File: src/rtl/serial_scan_display_pkg.sv
// Shared constants for the serial scan display: segment table, special codes, FSM encodings.
package serial_scan_display_pkg;

   localparam logic [7:0] SEG_BLANK = 8'h00;
   localparam logic [7:0] SEG_DASH  = 8'h40;

   localparam logic [1:0] RX_IDLE  = 2'd0;
   localparam logic [1:0] RX_START = 2'd1;
   localparam logic [1:0] RX_DATA  = 2'd2;
   localparam logic [1:0] RX_STOP  = 2'd3;

   localparam logic [1:0] CIDLE  = 2'd0;
   localparam logic [1:0] CSHIFT = 2'd1;
   localparam logic [1:0] CDONE  = 2'd2;

   // Hex digit to active-high a..g pattern, dp clear.
   function automatic logic [7:0] seg_code(input logic [3:0] d);
      logic [7:0] s;
      case (d)
         4'h0: s = 8'h3F;
         4'h1: s = 8'h06;
         4'h2: s = 8'h5B;
         4'h3: s = 8'h4F;
         4'h4: s = 8'h66;
         4'h5: s = 8'h6D;
         4'h6: s = 8'h7D;
         4'h7: s = 8'h07;
         4'h8: s = 8'h7F;
         4'h9: s = 8'h6F;
         4'hA: s = 8'h77;
         4'hB: s = 8'h7C;
         4'hC: s = 8'h39;
         4'hD: s = 8'h5E;
         4'hE: s = 8'h79;
         default: s = 8'h71;
      endcase
      return s;
   endfunction

endpackage

File: src/rtl/sd_uart_rx.sv
// 8N1 UART byte receiver with input synchroniser; flags good bytes and bad stop bits.
module sd_uart_rx
   import serial_scan_display_pkg::*;
#(
   parameter int unsigned BIT_DIV = 16
)(
   input  logic       clk1M8,
   input  logic       rst_n,
   input  logic       serial,
   output logic [7:0] rx_byte,
   output logic       byte_valid,
   output logic       stop_err,
   output logic       busy_c
);

   localparam int unsigned      CNT_W     = $clog2(BIT_DIV);
   localparam logic [CNT_W-1:0] HALF_LAST = CNT_W'(BIT_DIV / 2 - 1);
   localparam logic [CNT_W-1:0] BIT_LAST  = CNT_W'(BIT_DIV - 1);

   logic [1:0]       sync_q;
   logic             line_prev;
   logic             line;
   logic [1:0]       state, state_d;
   logic [CNT_W-1:0] cnt, cnt_d;
   logic [2:0]       bit_idx, bit_idx_d;
   logic [7:0]       shift_d;
   logic             byte_valid_d, stop_err_d;

   assign line   = sync_q[1];
   assign busy_c = (state != RX_IDLE);

   // Synchroniser and edge history reset to the idle-high line level.
   always_ff @(posedge clk1M8 or negedge rst_n) begin
      if (!rst_n) begin
         sync_q    <= 2'b11;
         line_prev <= 1'b1;
      end else begin
         sync_q    <= {sync_q[0], serial};
         line_prev <= sync_q[1];
      end
   end

   always_ff @(posedge clk1M8 or negedge rst_n) begin
      if (!rst_n) begin
         state      <= RX_IDLE;
         cnt        <= '0;
         bit_idx    <= '0;
         rx_byte    <= '0;
         byte_valid <= 1'b0;
         stop_err   <= 1'b0;
      end else begin
         state      <= state_d;
         cnt        <= cnt_d;
         bit_idx    <= bit_idx_d;
         rx_byte    <= shift_d;
         byte_valid <= byte_valid_d;
         stop_err   <= stop_err_d;
      end
   end

   always_comb begin
      state_d      = state;
      cnt_d        = cnt + 1'b1;
      bit_idx_d    = bit_idx;
      shift_d      = rx_byte;
      byte_valid_d = 1'b0;
      stop_err_d   = 1'b0;
      case (state)
         RX_IDLE: begin
            cnt_d = '0;
            if (line_prev && !line) state_d = RX_START;
         end
         RX_START: begin
            // A line that is high again at mid-start was a glitch.
            if (cnt == HALF_LAST) begin
               cnt_d     = '0;
               bit_idx_d = '0;
               state_d   = line ? RX_IDLE : RX_DATA;
            end
         end
         RX_DATA: begin
            if (cnt == BIT_LAST) begin
               cnt_d     = '0;
               shift_d   = {line, rx_byte[7:1]};
               bit_idx_d = bit_idx + 1'b1;
               if (bit_idx == 3'd7) state_d = RX_STOP;
            end
         end
         RX_STOP: begin
            if (cnt == BIT_LAST) begin
               cnt_d   = '0;
               state_d = RX_IDLE;
               if (line) byte_valid_d = 1'b1;
               else      stop_err_d   = 1'b1;
            end
         end
         default: state_d = RX_IDLE;
      endcase
   end

endmodule

File: src/rtl/serial_scan_display.sv
// Receives little-endian value frames over UART, converts to hex/decimal digits and scans a
// multiplexed 7-segment display.
module serial_scan_display
   import serial_scan_display_pkg::*;
#(
   parameter int unsigned NUM_DIGITS = 4,
   parameter int unsigned DATA_W     = 16,
   parameter int unsigned BIT_DIV    = 16,
   parameter int unsigned SCAN_DIV   = 1800,
   parameter int unsigned GAP_CYC    = 4096,
   parameter int unsigned STALE_CYC  = 1800000
)(
   input  logic                  clk1M8,
   input  logic                  rst_n,
   input  logic                  serial,
   input  logic                  mode_dec,
   input  logic                  blank_lz,
   output logic [7:0]            seg,
   output logic [NUM_DIGITS-1:0] dig_sel,
   output logic                  frame_valid,
   output logic                  frame_err
);

   localparam int unsigned FRAME_BYTES = (DATA_W + 7) / 8;
   localparam int unsigned FRAME_W     = FRAME_BYTES * 8;
   localparam int unsigned BCNT_W      = (FRAME_BYTES > 1) ? $clog2(FRAME_BYTES) : 1;
   localparam int unsigned GAP_W       = $clog2(GAP_CYC + 1);
   localparam int unsigned SCAN_W      = $clog2(SCAN_DIV + 1);
   localparam int unsigned STALE_W     = $clog2(STALE_CYC + 2);
   localparam int unsigned BCD_W       = 4 * NUM_DIGITS;
   localparam int unsigned IDX_W       = $clog2(NUM_DIGITS);
   localparam int unsigned CCNT_W      = $clog2(DATA_W + 1);
   localparam logic [63:0] DEC_LIMIT   = 64'(10 ** NUM_DIGITS);

   logic [7:0]          rx_byte;
   logic                byte_valid, stop_err, rx_busy_c;
   logic [FRAME_W-1:0]  frame_q, frame_full_c;
   logic [BCNT_W-1:0]   bcnt;
   logic [GAP_W-1:0]    gap_cnt;
   logic [DATA_W-1:0]   value_q;
   logic                frame_done_c, gap_to_c;

   sd_uart_rx #(.BIT_DIV(BIT_DIV)) u_rx (
      .clk1M8    (clk1M8),
      .rst_n     (rst_n),
      .serial    (serial),
      .rx_byte   (rx_byte),
      .byte_valid(byte_valid),
      .stop_err  (stop_err),
      .busy_c    (rx_busy_c)
   );

   always_comb begin
      frame_full_c                 = frame_q;
      frame_full_c[FRAME_W-1 -: 8] = rx_byte;
   end

   assign frame_done_c = byte_valid && (bcnt == BCNT_W'(FRAME_BYTES - 1));
   assign gap_to_c     = (bcnt != '0) && !rx_busy_c && (gap_cnt == GAP_W'(GAP_CYC - 1));

   // Frame assembly; any error drops the partial frame and restarts at byte 0.
   always_ff @(posedge clk1M8 or negedge rst_n) begin
      if (!rst_n) begin
         bcnt        <= '0;
         gap_cnt     <= '0;
         frame_q     <= '0;
         value_q     <= '0;
         frame_valid <= 1'b0;
         frame_err   <= 1'b0;
      end else begin
         frame_valid <= frame_done_c;
         frame_err   <= stop_err || gap_to_c;
         if (bcnt == '0 || rx_busy_c) gap_cnt <= '0;
         else                         gap_cnt <= gap_cnt + 1'b1;
         if (stop_err || gap_to_c || frame_done_c) begin
            bcnt <= '0;
         end else if (byte_valid) begin
            for (int i = 0; i < int'(FRAME_BYTES); i++)
               if (bcnt == BCNT_W'(i)) frame_q[8*i +: 8] <= rx_byte;
            bcnt <= bcnt + 1'b1;
         end
         if (frame_done_c) value_q <= frame_full_c[DATA_W-1:0];
      end
   end

   // ---------------- converter ----------------
   logic [1:0]              cstate, cstate_d;
   logic [CCNT_W-1:0]       ccnt, ccnt_d;
   logic [DATA_W-1:0]       sh_q, sh_d;
   logic [BCD_W-1:0]        bcd_q, bcd_d, dd_bcd_c;
   logic                    dec_q, dec_d, ovf_q, ovf_d;
   logic [DATA_W+BCD_W-1:0] value_ext_c;

   assign value_ext_c = {BCD_W'(0), value_q};

   always_ff @(posedge clk1M8 or negedge rst_n) begin
      if (!rst_n) begin
         cstate <= CIDLE;
         ccnt   <= '0;
         sh_q   <= '0;
         bcd_q  <= '0;
         dec_q  <= 1'b0;
         ovf_q  <= 1'b0;
      end else begin
         cstate <= cstate_d;
         ccnt   <= ccnt_d;
         sh_q   <= sh_d;
         bcd_q  <= bcd_d;
         dec_q  <= dec_d;
         ovf_q  <= ovf_d;
      end
   end

   // Double-dabble add-3 correction ahead of each shift.
   always_comb begin
      dd_bcd_c = bcd_q;
      for (int i = 0; i < int'(NUM_DIGITS); i++)
         if (bcd_q[4*i +: 4] >= 4'd5) dd_bcd_c[4*i +: 4] = bcd_q[4*i +: 4] + 4'd3;
   end

   always_comb begin
      cstate_d = cstate;
      ccnt_d   = ccnt;
      sh_d     = sh_q;
      bcd_d    = bcd_q;
      dec_d    = dec_q;
      ovf_d    = ovf_q;
      case (cstate)
         CIDLE: ccnt_d = '0;
         CSHIFT: begin
            if (dec_q) begin
               {bcd_d, sh_d} = {dd_bcd_c[BCD_W-2:0], sh_q, 1'b0};
               ccnt_d        = ccnt + 1'b1;
               if (ccnt == CCNT_W'(DATA_W - 1)) cstate_d = CDONE;
            end else begin
               cstate_d = CDONE;
            end
         end
         CDONE:   cstate_d = CIDLE;
         default: cstate_d = CIDLE;
      endcase
      // A new frame always wins, abandoning any conversion in flight.
      if (frame_valid) begin
         cstate_d = CSHIFT;
         ccnt_d   = '0;
         sh_d     = value_q;
         dec_d    = mode_dec;
         bcd_d    = mode_dec ? '0 : value_ext_c[BCD_W-1:0];
         ovf_d    = mode_dec ? (64'(value_q) >= DEC_LIMIT)
                             : (|value_ext_c[DATA_W+BCD_W-1:BCD_W]);
      end
   end

   // ---------------- digit codes, stale blanking, scan ----------------
   logic [7:0]         code_c [NUM_DIGITS];
   logic [7:0]         disp_q [NUM_DIGITS];
   logic               lead_c;
   logic [STALE_W-1:0] stale_cnt;
   logic               stale_hit_c;
   logic [SCAN_W-1:0]  scan_cnt;
   logic [IDX_W-1:0]   idx, idx_d;
   logic               scan_wrap_c;

   // Scan from the top digit down; zeros stay blank until the first nonzero digit.
   always_comb begin
      lead_c = 1'b1;
      code_c = '{default: SEG_BLANK};
      for (int i = int'(NUM_DIGITS) - 1; i >= 0; i--) begin
         if (ovf_q)
            code_c[i] = SEG_DASH;
         else if (dec_q && blank_lz && lead_c && bcd_q[4*i +: 4] == 4'd0 && i != 0)
            code_c[i] = SEG_BLANK;
         else
            code_c[i] = seg_code(bcd_q[4*i +: 4]);
         if (bcd_q[4*i +: 4] != 4'd0) lead_c = 1'b0;
      end
   end

   assign stale_hit_c = (STALE_CYC != 0) && (stale_cnt == STALE_W'(STALE_CYC));
   assign scan_wrap_c = (scan_cnt == SCAN_W'(SCAN_DIV - 1));
   assign idx_d       = !scan_wrap_c ? idx :
                        (idx == IDX_W'(NUM_DIGITS - 1)) ? '0 : idx + 1'b1;

   always_ff @(posedge clk1M8 or negedge rst_n) begin
      if (!rst_n) begin
         disp_q    <= '{default: SEG_BLANK};
         stale_cnt <= '0;
         scan_cnt  <= '0;
         idx       <= '0;
         dig_sel   <= NUM_DIGITS'(1);
         seg       <= SEG_BLANK;
      end else begin
         if (frame_done_c)      stale_cnt <= '0;
         else if (!stale_hit_c) stale_cnt <= stale_cnt + 1'b1;
         if (cstate == CDONE)   disp_q <= code_c;
         else if (stale_hit_c)  disp_q <= '{default: SEG_BLANK};
         scan_cnt <= scan_wrap_c ? '0 : scan_cnt + 1'b1;
         idx      <= idx_d;
         dig_sel  <= NUM_DIGITS'(1) << idx_d;
         seg      <= disp_q[idx_d];
      end
   end

endmodule

File: config.mk
export PLATFORM = sky130hd
export DESIGN_NAME = serial_scan_display
export DESIGN_NICKNAME = d
export VERILOG_FILES = /design/src/rtl/serial_scan_display_pkg.sv /design/src/rtl/sd_uart_rx.sv /design/src/rtl/serial_scan_display.sv
export SDC_FILE = /design/constraint.sdc
export NUM_CORES = 1
export LEC_CHECK = 0
export CORE_ASPECT_RATIO = 1.25
export CORE_MARGIN = 2
export CORE_UTILIZATION = 59
export CTS_BUF_LIST = sky130_fd_sc_hd__clkbuf_8
export DETAILED_ROUTE_END_ITERATION = 12
export PLACE_DENSITY = 0.82
export SYNTH_ARGS = -nofsm -noshare
export SYNTH_HDL_FRONTEND = slang
export SYNTH_SLANG_ARGS = --single-unit
File: constraint.sdc
create_clock -name clk1M8 -period 2.4 [get_ports clk1M8]
set_input_delay 0.6 -clock clk1M8 [delete_from_list [all_inputs] [get_ports clk1M8]]
set_output_delay 0.6 -clock clk1M8 [all_outputs]
set_load 0.01 [all_outputs]
==> results.py <==
metrics = {
    "floorplanning": {
        "core_um2": 15400,
        "initial_core_util_pct": 59.9,
        "ios": 19,
        "fp.dieArea_um2": 16700,
        "dieHeight_um": 144,
        "die_x_um": 116,
        "num_rows": 51,
    },
    "worst_hold_path": {
        "hp-start": "u_rx.sync_q[0]$_DFF_PN1_",
        "whs_path_depth": 0,
        "min_to": "u_rx.sync_q[1]$_DFF_PN1_",
        "hold_class": "flop to flop",
    },
    "sta": {
        "rsz0062_at_grt": "no",
        "period_needed_ns": 2.29,
        "tightest_slew_ns": 0.955,
        "setup_viol": 0,
        "slew_violations": 0,
        "min_period_over_period_pct": 95.3,
        "hold_viol_final": 0,
        "skew_ns": 0.00677,
        "tns_ns": 0,
        "slew_headroom_pct": 36.2,
        "max_freq_ghz": 0.437,
    },
    "clock_tree": {
        "cts.sinks": 176,
        "htreeDepth": 4,
        "cts_tree": "done",
        "clk_pin_slew_worst_paths_ns": 0.08,
        "clock_latency_ns": 0.45,
        "numCtsBuffers": 17,
        "clockRootBuffer": "clkbuf_8",
        "clock_path_buffers": 2,
    },
    "synthesis": {
        "yosysSeqAreaShare_pct": 47.7,
        "ys_warn_count": 0,
        "yosys_most_used_dff": "dfrtp_1",
        "postSynthAreaPerCell_um2": 10.6,
        "async_flop_share_pct": 100,
        "synth_top_area_share_pct": 46.6,
        "synth_area_leaders": "dfrtp_1 (47%), mux2i_1 (7.3%), ha_1 (5.8%)",
        "syn_area_um2": 9240,
        "syn_nets": 919,
        "synth-edff-count": 0,
        "synth_top_cell_by_area": "dfrtp_1",
        "yosysUniqueCellTypes": 66,
        "syn_inst": 871,
        "ys_ff_latch": 176,
    },
    "critical_path": {
        "ff2ff_path_depth": 5,
        "r2r_end": "seg[4]$_DFF_PN0_",
        "r2r_start": "scan_cnt[4]$_DFF_PN0_",
        "r2r_slack_ns": 0.11,
        "start_kind": "flop",
        "crit_fanout": 9,
        "cp-end-kind": "flop",
        "crit_type": "flop to flop",
        "required_ns": 2.74,
        "arrival_ns": 2.62,
    },
    "route": {
        "wire_per_inst_um": 15.4,
        "firstDrtPassIters": 5,
        "drt_iter0_drc": 343,
        "vias": 6316,
        "routed_wl_um": 17200,
        "avgViaCountPerCell": 5.67,
        "postRouteAntennaNets": 0,
        "drcViolationCount": 0,
    },
    "run": {
        "maxCapViolations": 0,
    },
    "global_route": {
        "antenna_found_initial": 0,
        "grt_pass1_vias": 6163,
        "grt_pass1_wl_um": 29400,
        "grt-ovfl-total": 0,
        "grt_max_degree": 72,
        "track_usage_pct": 22.4,
    },
    "pwr": {
        "power_density_nw_per_um2": 559,
        "ir_drop_mv": 0.462,
        "power.total_uw": 5710,
        "p_leak_uw": 0.00458,
    },
    "cells_and_area": {
        "drive_above_1_share_pct": 12.9,
        "nFillCells": 1183,
        "syn_to_final_growth_pct": 10.5,
        "nNetsFinal": 937,
        "antennaDiodeCount": 0,
    },
    "placed_design": {
        "gp_congestion": 0.820,
        "post-dp-hpwl_um": 12100,
        "io_buffers": 17,
    },
    "run_status": {
        "status": "completed",
    },
}
[cells in the final DEF, fill, tap and decap left out, types with 7 or more instances in the layout]
cell type	Yosys	final
xor2_1	26	26
nand3_1	21	21
clkbuf_8	0	21
a21oi_1	31	30
buf_4	2	21
a32o_1	8	8
nand2b_1	12	12
inv_1	36	36
xnor2_1	18	18
o21ai_0	50	50
dfrtp_1	172	172
ha_1	43	42
a21boi_0	11	11
nor2b_1	12	12
nand2_1	61	61
clkdlybuf4s50_1	0	16
a211oi_1	7	7
mux2i_1	67	67
nand4_1	13	13
a22o_1	15	15
nor2_1	63	63
nor3_1	16	16
and3_1	13	13
mux2_2	35	35
[cell type report]
cell class	count	area, um^2	share of cell area, %
Timing Repair Buffer	43	419	4.10
Clock inverter	11	175	1.71
Inverter	37	141	1.38
Multi-Input combinational cell	614	4520	44.2
Sequential cell	176	4410	43.1
Clock buffer	21	289	2.83
Tap cell	212	265	2.60
[synthesized netlist by cell type, types with 21 or more instances]
library cell and n:
mux2_2 35, a21oi_1 31, dfrtp_1 172, xor2_1 26, nor2_1 63, ha_1 43, nand3_1 21, inv_1 36
o21ai_0 50, clkbuf_1 37, mux2i_1 67, nand2_1 61
[through the flow]
stage          cells  hold WS, ns  area, um^2  utilization (%)  worst slack, ns
2_1_floorplan    871        0.304        9240                -           0.0749
3_3_place_gp    1080        0.346        9730             63.0            0.144
3_5_place_dp    1080        0.353        9730             63.0           0.0744
4_1_cts         1113        0.365       10200             66.1           0.0993
5_1_grt         1114        0.368       10200             66.2           0.0122
6_report        1114        0.363       10200             66.2            0.112
[worst max path at each step]
stage | start | to | slack (ns) | cells after the start
2_1_floorplan | scan_cnt[4]$_DFF_PN0_ | seg[3]$_DFF_PN0_ | 0.07 | 6
3_3_place_gp | scan_cnt[4]$_DFF_PN0_ | seg[4]$_DFF_PN0_ | 0.14 | 5
3_5_place_dp | blank_lz | disp_q[18]$_DFFE_PN0P_ | 0.07 | 6
4_1_cts | scan_cnt[4]$_DFF_PN0_ | seg[4]$_DFF_PN0_ | 0.1 | 5
5_1_grt | scan_cnt[0]$_DFF_PN0_ | seg[3]$_DFF_PN0_ | 0.01 | 7
6_report | scan_cnt[4]$_DFF_PN0_ | seg[4]$_DFF_PN0_ | 0.11 | 5
[repair_timing]
action,in CTS,in global routing
gates resized for setup,0,1
setup endpoints to repair,0,1
buffers inserted,0,1
endpoints found under the hold margin,16,0
hold buffers,1,0
[worst max-delay path, cell delays in order, from the launching register on]
cell and delay [ns]:
dfrtp_1 0.42, or4b_4 0.59, or3_1 0.46, mux2i_4 0.23
inv_4 0.12, mux2_2 0.35
[state kept, by name, indices dropped and copies added, names as in the netlist, 3 cells and up, named ones only]
name          flops
u_rx.rx_byte      8
stale_cnt        21
seg               7
value_q          16
frame_q           8
bcd_q            16
ccnt              5
sh_q             16
disp_q           28
u_rx.bit_idx      3
scan_cnt         11
dig_sel           4
u_rx.cnt          4
gap_cnt          13
[routing by layer]
layer / global-route usage [%] / up-vias / routed length [um]
li1: - / 3130 / -
met1: 28.0 / 3057 / 7620
met2: 37.8 / 96 / 8600
met3: 4.01 / 33 / 404
met4: 9.96 / 0 / 568
met5: 0 / - / 0
[kinds of logic (layout without fill, tap and decap cells)]
kind of cell,count (synthesis),in the layout,share of synthesized area (%)
simple gates,248,248,13.7
flops,176,176,47.7
compound gates,168,168,12.1
mux,110,110,12.9
buf+inv,81,112,3.56
xor+xnor,44,44,4.17
fa+ha+maj,43,43,5.82
other cells,1,1,0.0406
[power by group]
| group | internal, uW | switching [uW] | total [uW] |
|---|---|---|---|
| Clock | 1260 | 1030 | 2290 |
| Combinational | 156 | 223 | 379 |
| Sequential | 3010 | 37.1 | 3050 |
| Total | 4420 | 1290 | 5710 |
Note: power is estimated with default switching activity, not from simulation.
==> variant: new RTL, same settings <==
Remove the register `seg`: a continuous assignment takes its place, so the output `seg` follows one clock earlier.
--- a/src/rtl/serial_scan_display.sv
+++ b/src/rtl/serial_scan_display.sv
@@ -188,7 +188,6 @@
          scan_cnt  <= '0;
          idx       <= '0;
          dig_sel   <= NUM_DIGITS'(1);
-         seg       <= SEG_BLANK;
       end else begin
          if (frame_done_c)      stale_cnt <= '0;
          else if (!stale_hit_c) stale_cnt <= stale_cnt + 1'b1;
@@ -197,9 +196,10 @@
          scan_cnt <= scan_wrap_c ? '0 : scan_cnt + 1'b1;
          idx      <= idx_d;
          dig_sel  <= NUM_DIGITS'(1) << idx_d;
-         seg      <= disp_q[idx_d];
-      end
-   end
+      end
+   end
+
+   assign seg = disp_q[idx_d];
 
 endmodule
 
Formal check against the unedited RTL: no difference found for any inputs over 10 cycles, from zero or initial values and one cycle with rst_n low; that may be too few to reach the edited logic, so the function may still have changed.
==> variant against the unedited design <==
  * The run now ends with setup timing left
  * Largest power group unchanged
  * Global-route usage rose by 1.1 points
  * Setup slack got worse by 1.0 ns
  * Fmax fell by 31%
  * Wire length rose by 3.3%
  * Area after synthesis fell by 1.4%
  * Hold slack got worse by 0.26 ns
  * Final area rose by 1.1%
  * Sequential cell count fell by 7
  * First-iteration DRC count fell by 5.2%
  * Via count rose by 0.46%
  * Critical path type is now reg -> out
  * Critical path depth rose by 2
  * Total power fell by 6.8%
  * Register-to-register slack improved by 0.08 ns
  * Clock power fell by 12%
==> variant: results <==
[status]
run_status = "complete, but fails checks"
failed_checks = "setup timing"

[pwr]
total_power_w = 0.005324
vdd_drop_max_mv = 0.5943
combinational_power_share_pct = 7.3
leakage_nw = 4.629

[sta]
report.final.setup_viol = 7
fin_tns_setup_ns = -5.918
clock-skew-final_ns = 0.01442
setup_slack_ns = -0.8963

[drt]
wirelength_mm = 17.76
wl_met3_um = 447
wirelength_met1_mm = 7.685
met2_length_mm = 9.371
post_detailed_route_wirelength_per_cell_um = 15.63
detail_route.iter0.violations = 325

[global_route]
number_of_global_route_vias_before_repair = 6328
grt_util_all_layers_pct = 23.47
largest_net_degree_at_the_start_of_global_routing = 56
globalRouteMet3Util_pct = 5.306
groute.layer.met1.usage_pct = 28.40
grtUsageMet2_pct = 41.64

[critical_path]
crit_arrival_ns = 2.70
critical_path.max_fanout = 8

[synthesis]
syn-instance-count = 868
synth.yosys.seq_area_share_pct = 46.43
synth.net_count = 916

[cells_and_area]
drive_gt1_share_pct = 17.46
finalNetCount = 963

[clocking]
clock_latency_ns = 0.47

[placement]
postPlaceCellArea_um2 = 9789
dp_cells = 1092
place_ws_ns = -0.7630

[floorplanning]
die_width_um = 115.2
variant: cell count changes after synthesis, moves of 3 or more:
cell / unedited run / this run
and4_1: 2 / 6
o21ai_0: 50 / 47
nand4_1: 13 / 9
dfrtp_1: 172 / 165
nand2_1: 61 / 64
xnor2_1: 18 / 21
variant: worst max-delay path, cell delays in order, from the launching register on:
cell	delay (ns)
dfrtp_1	0.38
or4b_4	0.58
or3_4	0.38
mux2i_4	0.21
inv_4	0.13
buf_4	0.13
mux2_4	0.29
buf_6	0.12
variant: final timing paths:
path,to,slack [ns],depth (start not counted)
max in group asynchronous,dig_sel[0]$_DFF_PN1_,1.64,2
max,seg[0],-0.90,7
min,ccnt[1]$_DFFE_PN0P_,0.1,1
max reg2reg,flop,0.19,7
min in group clk1M8,u_rx.sync_q[1]$_DFF_PN1_,0.37,0
min reg2reg,u_rx.sync_q[1]$_DFF_PN1_,0.37,0
variant: area by class of cell:
type	instances	share of cell area, %
Timing Repair Buffer	73	6.651
Clock inverter	12	1.212
Multi-Input combinational cell	616	44.55
Sequential cell	169	41.00
Tap cell	208	2.520
Inverter	38	1.405
Clock buffer	20	2.665
variant: cell families after synthesis:
family	Yosys count	synth area share [%]
flip-flops	169	46.43
adder cells (fa/ha/maj)	43	5.900
buffers and inverters	83	3.691
other	1	0.04112
XOR/XNOR	45	4.322
AO/OA/AOI/OAI	165	12.14
AND/OR/NAND/NOR	253	14.54
multiplexers	109	12.93
variant: repair_timing:
action | in CTS | in global routing
hold endpoints to repair | 0 | 0
setup endpoints to repair | 7 | 7
resized for setup | 40 | 5
pin swaps | 4 | 2
gates cloned | 1 | 0
setup buffers | 10 | 2
